File: config.mk
export PLATFORM = sky130hd
export DESIGN_NAME = mult_div
export DESIGN_NICKNAME = d
export VERILOG_FILES = /design/src/rtl/mult_div.sv
export SDC_FILE = /design/constraint.sdc
export NUM_CORES = 1
export LEC_CHECK = 0
export BUFFER_PORTS_ARGS = -buffer_cell sky130_fd_sc_hd__buf_4
export CAP_MARGIN = 20
export CELL_PAD_IN_SITES_DETAIL_PLACEMENT = 2
export CELL_PAD_IN_SITES_GLOBAL_PLACEMENT = 2
export CORE_MARGIN = 5
export CORE_UTILIZATION = 38
export CTS_CLUSTER_SIZE = 24
export DETAILED_ROUTE_END_ITERATION = 12
export MAX_ROUTING_LAYER = met4
export PLACE_DENSITY_LB_ADDON = 0.3
export SETUP_SLACK_MARGIN = 0.15
export SYNTH_ARGS = -nofsm -noshare
export SYNTH_HDL_FRONTEND = slang
export SYNTH_SLANG_ARGS = --single-unit
export TNS_END_PERCENT = 5
File: constraint.sdc
create_clock -name clk -period 8.14 [get_ports clk]
set_input_delay 2.442 -clock clk [delete_from_list [all_inputs] [get_ports clk]]
set_output_delay 2.442 -clock clk [all_outputs]
set_load 0.02 [all_outputs]
File: src/rtl/mult_div.sv
// mult_div: iterative signed multiply (radix-2 Booth) / divide (restoring) unit producing HI/LO.
// One iteration per clock; DATA_W iterations plus one result-write edge per operation.
`default_nettype none

module mult_div #(
    parameter int DATA_W = 32
) (
    input  logic              clk,
    input  logic              reset,
    input  logic              start_mult,
    input  logic              start_div,
    input  logic [DATA_W-1:0] a,
    input  logic [DATA_W-1:0] b,
    output logic [DATA_W-1:0] hi,
    output logic [DATA_W-1:0] lo,
    output logic              busy,
    output logic              done,
    output logic              div_zero
);

    typedef enum logic [1:0] {
        S_IDLE   = 2'd0,
        S_MULT   = 2'd1,
        S_DIV    = 2'd2,
        S_FINISH = 2'd3
    } state_t;

    localparam int                CNT_W  = $clog2(DATA_W + 1);
    localparam logic [CNT_W-1:0] C_ITER = CNT_W'(DATA_W);

    state_t              state_q;
    logic [CNT_W-1:0]    cnt_q;
    logic [DATA_W:0]     acc_q;     // Booth upper half (with guard bit) / partial remainder
    logic [DATA_W-1:0]   qr_q;      // multiplier shifting out / quotient shifting in
    logic                qm1_q;
    logic [DATA_W:0]     m_q;       // sign-extended multiplicand / zero-extended divisor magnitude
    logic                qneg_q;
    logic                rneg_q;
    logic [DATA_W-1:0]   hi_q, lo_q;
    logic                busy_q, done_q, dz_q;

    logic [DATA_W-1:0]   a_mag, b_mag;
    logic [DATA_W:0]     booth_sum;
    logic [DATA_W:0]     div_shift;
    logic [DATA_W+1:0]   div_diff;
    logic                div_ge;
    logic [DATA_W:0]     acc_d;
    logic [DATA_W-1:0]   qr_d;
    logic [DATA_W-1:0]   quot_fin, rem_fin;

    always_comb begin
        a_mag     = a[DATA_W-1] ? -a : a;
        b_mag     = b[DATA_W-1] ? -b : b;
        booth_sum = acc_q;
        case ({qr_q[0], qm1_q})
            2'b01:   booth_sum = acc_q + m_q;
            2'b10:   booth_sum = acc_q - m_q;
            default: booth_sum = acc_q;
        endcase
        div_shift = {acc_q[DATA_W-1:0], qr_q[DATA_W-1]};
        div_diff  = {1'b0, div_shift} - {1'b0, m_q};
        div_ge    = ~div_diff[DATA_W+1];
        if (state_q == S_MULT) begin
            acc_d = {booth_sum[DATA_W], booth_sum[DATA_W:1]};
            qr_d  = {booth_sum[0], qr_q[DATA_W-1:1]};
        end else begin
            acc_d = div_ge ? div_diff[DATA_W:0] : div_shift;
            qr_d  = {qr_q[DATA_W-2:0], div_ge};
        end
        quot_fin = qneg_q ? -qr_q : qr_q;
        rem_fin  = rneg_q ? -acc_q[DATA_W-1:0] : acc_q[DATA_W-1:0];
    end

    always_ff @(posedge clk) begin
        if (!reset) begin
            state_q <= S_IDLE;
            cnt_q   <= '0;
            acc_q   <= '0;
            qr_q    <= '0;
            qm1_q   <= 1'b0;
            m_q     <= '0;
            qneg_q  <= 1'b0;
            rneg_q  <= 1'b0;
            hi_q    <= '0;
            lo_q    <= '0;
            busy_q  <= 1'b0;
            done_q  <= 1'b0;
            dz_q    <= 1'b0;
        end else begin
            done_q <= 1'b0;
            dz_q   <= 1'b0;
            case (state_q)
                S_IDLE: begin
                    if (start_mult) begin
                        state_q <= S_MULT;
                        busy_q  <= 1'b1;
                        cnt_q   <= '0;
                        acc_q   <= '0;
                        qr_q    <= b;
                        qm1_q   <= 1'b0;
                        m_q     <= {a[DATA_W-1], a};
                    end else if (start_div) begin
                        if (b == '0) begin
                            dz_q <= 1'b1;
                        end else begin
                            state_q <= S_DIV;
                            busy_q  <= 1'b1;
                            cnt_q   <= '0;
                            acc_q   <= '0;
                            qr_q    <= a_mag;
                            qm1_q   <= 1'b0;
                            m_q     <= {1'b0, b_mag};
                            qneg_q  <= a[DATA_W-1] ^ b[DATA_W-1];
                            rneg_q  <= a[DATA_W-1];
                        end
                    end
                end
                S_MULT, S_DIV: begin
                    // The edge after the last iteration writes the (sign-corrected) result.
                    if (cnt_q == C_ITER) begin
                        state_q <= S_FINISH;
                        busy_q  <= 1'b0;
                        done_q  <= 1'b1;
                        if (state_q == S_MULT) begin
                            hi_q <= acc_q[DATA_W-1:0];
                            lo_q <= qr_q;
                        end else begin
                            hi_q <= rem_fin;
                            lo_q <= quot_fin;
                        end
                    end else begin
                        cnt_q <= cnt_q + CNT_W'(1);
                        acc_q <= acc_d;
                        qr_q  <= qr_d;
                        qm1_q <= qr_q[0];
                    end
                end
                S_FINISH: state_q <= S_IDLE;
                default:  state_q <= S_IDLE;
            endcase
        end
    end

    assign hi       = hi_q;
    assign lo       = lo_q;
    assign busy     = busy_q;
    assign done     = done_q;
    assign div_zero = dz_q;

endmodule

`default_nettype wire

Yosys cells after proc, flatten, opt, wreduce, memory -nomap -nowiden
Index checks and enable logic that the tools add are counted.
W data, S select, Z words.
{"block": "classes", "add_sub_neg": 8, "mul": 0, "div_mod_pow": 0, "order_cmp": 0, "eq_ne": 11, "shifts": 0, "mux": 45, "bitwise_logic": 7, "n_reduce_logical": 13}
{"operator": "$mux W32", "n": 11}
{"operator": "$mux W33", "n": 9}
{"operator": "$pmux W33 S2", "n": 2}
{"operator": "$neg A32 Y32", "n": 4}
{"operator": "$pmux W32 S2", "n": 1}
{"operator": "$sub A33 B33 Y34", "n": 1}
{"operator": "$add A33 B33 Y33", "n": 1}
{"operator": "$sub A33 B33 Y33", "n": 1}
{"operator": "$logic_not A32 Y1", "n": 1}
{"operator": "$mux W6", "n": 4}
{"operator": "$pmux W6 S2", "n": 1}
{"operator": "$reduce_and A4 Y1", "n": 3}
{"operator": "$mux W1", "n": 10}
{"operator": "$mux W2", "n": 4}
{"operator": "$add A6 B1 Y6 const B", "n": 1}
{"operator": "$eq A2 B2 Y1 const B", "n": 3}
{"operator": "$eq A6 B6 Y1 const B", "n": 1}
{"operator": "$ne A2 B2 Y1 const B", "n": 3}
{"operator": "$ne A3 B3 Y1 const B", "n": 2}
{"operator": "$not A1 Y1", "n": 6}
{"operator": "$pmux W2 S3", "n": 1}
{"operator": "$reduce_and A3 Y1", "n": 2}
{"operator": "$eq A2 B1 Y1 const B", "n": 2}
{"operator": "$pmux W1 S2", "n": 2}
{"operator": "6 further kinds", "n": 8}
{"block": "totals", "regBits": 176, "latchBits": 0, "mem_bits_rw": 0, "mem_bits_ro": 0, "inputBits": 68, "out_inout_bits": 67, "word_cells": 97, "n_memories": 0}

Depth between registers and ports, before layout
{"block": "logic_depth", "depth_word": 6, "ltp_mapped": 21}

Worst setup path before layout
Ideal clock, no wire load.
{"block": "synth_timing", "path_type": "input port to flip-flop", "startpoint": "in b[17]", "endpoint": "reg acc_q[32]", "arrival_time_ps": 5082, "slack_ps": 2938, "cell_stages": 9, "n_path_buf": 2, "path_cell_list": "or4_4 or4_1 or4_1 buf_2 o31a_4 o21ai_4 nor2_2 buf_2 a211o_1"}
{"block": "synth_between", "elab_chain_cells": 3}
{"element": "start: declaration", "line_no": "13", "rtl": "input logic [DATA_W-1:0] b,"}
{"element": "$logic_not A32 Y1", "line_no": "103", "rtl": "if (b == '0) begin"}
{"element": "$ne A3 B3 Y1 (no source line)"}
{"element": "$reduce_and A4 Y1 (no source line)"}
{"element": "end signal: assignment", "line_no": "98", "rtl": "acc_q <= '0;"}
{"element": "end signal: assignment", "line_no": "109", "rtl": "acc_q <= '0;"}
{"element": "end signal: assignment", "line_no": "133", "rtl": "acc_q <= acc_d;"}
{"element": "end: declaration", "line_no": "33", "rtl": "logic [DATA_W:0] acc_q;"}
Every way passes these cells.
A chain may end at the register's enable or synchronous reset.

Final worst setup path
{"block": "layout_timing", "startpoint": "in b[17]", "endpoint": "reg qr_q[30]"}
{"block": "layout_between", "elab_chain_cells": 3}
{"element": "$logic_not A32 Y1", "line_no": "103"}
{"element": "$ne A3 B3 Y1 (no source line)"}
{"element": "$reduce_and A4 Y1 (no source line)"}
{"element": "end signal: assignment", "line_no": "110", "rtl": "qr_q <= a_mag;"}
{"element": "end signal: assignment", "line_no": "134", "rtl": "qr_q <= qr_d;"}
{"element": "end: declaration", "line_no": "34", "rtl": "logic [DATA_W-1:0] qr_q;"}
Every way passes these cells.

==> results.tsv <==
metric	value	unit
status	complete, no violations	
via count	16500	
post-synth top area share	0.229	
Setup crit end kind	register	
CTS clk-pin slew, worst paths	80	ps
post-route cell area	0.0174	mm²
mapped cell area	0.0154	mm²
setup tns final	0	ps
Rows	73	
fin nets	2294	
WL per Instance	24.8	µm
CORE AREA	0.0399	mm²
minimum clock period	5950	ps
gpl congestion	0.939	
IO Count	135	
setup ws final	2190	ps
Synth Area in Compound Gates	0.296	
slew margin rel.	0.327	
largest family of logic cells by synthesized area	compound AO/OA/AOI/OAI gates	
layout cells sized above 1	0.107	
mux cell area share after synthesis	0.0323	
critical path class	input pin to register	
LEAKAGE	7.09	nW
xor-xnor portion of the synthesized cell area	0.109	
n_diodes	0	
vias in the first global route	17900	
Initial Utilization	0.386	
first-pass GRT wire length	104000	µm
top_reg_cell synth	dfxtp_1	
die area	0.0447	mm²
initial antenna violation count	0	
post-CTS setup buffer count	0	
number of remaining DRC errors	0	
GR Util All Layers	0.299	
Synth Area in Simple Gates	0.216	
TritonCTS clock tree	yes	
vias per cell	6.14	
final hold viol count	0	
fin crit share	0.731	
Setup violations, final	0	
grt ovf	0	
final WL	66700	µm
CTS Buffer Depth	2	
most common cell after layout, fill and taps aside	nand2_1	
WP data arrival	6260	ps
Max Slew Vio Count	0	
Hold WC Path Type	register to register	
most frequent cells in the layout	307 x nand2_1, 192 x o21ai_0, 176 x dfxtp_1, 159 x buf_4, 139 x nor2_1	
largest net degree at the start of global routing	102	
Async S/R FF share, synth	0	
synth top area cells	dfxtp_1 23%, nand2_1 7.5%, o21ai_0 6.2%	
area grow syn2layout	12.6	%
total CTS buffers	17	
RSZ-0062 raised after global routing	false	
IO buf count	134	
Synth Area in Adders	0.0635	
max-cap viol count	0	
PostCTS Resize Cnt	0	
Clock Sinks	176	
Design Power	0.00782	W
Seq cells post-synth	176	
Seq/Total Area, Yosys	0.229	
Post-Syn Nets	2255	
Synth cell types	88	
Achievable Freq	168	MHz
Chip Width	211	µm
Post-Syn Instances	2110	
peak supply drop	0.000252	V
1st-pass router iterations	5	
Post-DP Area	0.0167	mm²
Worst EP required	8450	ps
CTS Hold Bufs	0	
Die Span Y	211	µm
Yosys warnings	0	
root buf cell	clkbuf_16	
worst slew pin tran	1010	ps
post-route clock skew	13.2	ps
Fillers	4621	
detailed placement HPWL	50900	µm
pre-CTS setup slack	1770	ps
number of synthesized flops with an enable pin	0	
Mapped Avg Cell Area	7.30	µm²
critical path fanouts, max	32	
final hold slack	468	ps
H-Tree Depth	4	
Synth area leader	dfxtp_1	
initial drt markers	1050	
pwr/cell area	450	mW/mm²
ANT nets after route	0	
Worst Setup Start Kind	input pin	
Worst-Skew Late Latency	470	ps
[worst max-delay path: stages]
cell and delay (ps):
buf_4 120, or4_4 550, or4_1 490, or4_1 720, o31a_4 390, o21ai_4 700, buf_4 460, nor3b_1 150
nand2_1 130, o311ai_1 100
[final cells by class]
cell class / count / area (µm²) / area share
repair buffers: 162 / 1220 / 0.0706
inverters: 73 / 274 / 0.0158
well taps: 525 / 657 / 0.0378
clock buffers: 18 / 439 / 0.0253
multi-input cells: 1719 / 11100 / 0.638
flip-flops and latches: 176 / 3520 / 0.203
clock inverters: 14 / 160 / 0.00923
[kinds of logic after synthesis]
family                   Yosys count
AO/OA/AOI/OAI                    685
XOR/XNOR                         192
adder cells (fa/ha/maj)           77
buffers and inverters            215
flip-flops                       176
multiplexers                      49
AND/OR/NAND/NOR                  716
[layer usage]
| metal | vias to the layer above | global-route usage | part of all wire |
|---|---|---|---|
| li1 | 7675 | - | - |
| met5 | - | - | 0 |
| met2 | 364 | 0.520 | 0.50 |
| met3 | 141 | 0.0397 | 0.037 |
| met1 | 8317 | 0.348 | 0.42 |
| met4 | 0 | 0.120 | 0.044 |
[per-stage QoR]
| stage | instances | util |
|---|---|---|
| final | 2687 | 0.435 |
| after floorplan | 2110 | - |
| after CTS | 2685 | 0.434 |
| after global routing | 2687 | 0.435 |
| after detailed placement | 2653 | 0.419 |
| after global placement | 2652 | 0.419 |
[cells in the mapped netlist, drive strengths merged, types with 7 or more instances]
library cell and count:
xnor2 89, o211ai 41, a21o 21, or3 21, and3 13, and2 18
o31ai 35, nor4 26, o211a 29, nor2b 28, a21oi 137, a32o 10
o21bai 8, a31oi 14, a21boi 39, nand4 19, nand3 47, nand2b 21
dfxtp 176, o41ai 13, clkbuf 122, o21ai 197, buf 20, or4 13
a22oi 7, ha 75, nor3 36, or2 8, mux2i 43, xor2 103
inv 72, nand2 307, o21a 13, a211oi 56, nor2 142
[state kept, by name, indices dropped and copies added (netlist names), 2 cells and up]
| name | count |
|---|---|
| acc_q | 33 |
| m_q | 33 |
| hi | 32 |
| lo | 32 |
| qr_q | 32 |
| cnt_q | 6 |
| state_q | 2 |
[power breakdown]
part / total (W) / switching [W] / leakage (nW) / internal (W)
combinational: 0.00557 / 0.00364 / 5.36 / 0.00192
clock: 0.000868 / 0.000444 / 0.294 / 0.000424
sequential: 0.00138 / 0.000363 / 1.43 / 0.00102
[path summary, 6_finish.rpt]
check	from	slack (ps)	endpoint	cells past startpoint
worst max-delay path	b[17]	2190	qr_q[30]	10
worst min-delay path	lo[9]	470	lo[9]	2
worst max register to register	m_q[1]	2380	acc_q[22]	19
worst min register to register	lo[9]	470	lo[9]	2
No activity file was read; power rests on OpenSTA's default activity.
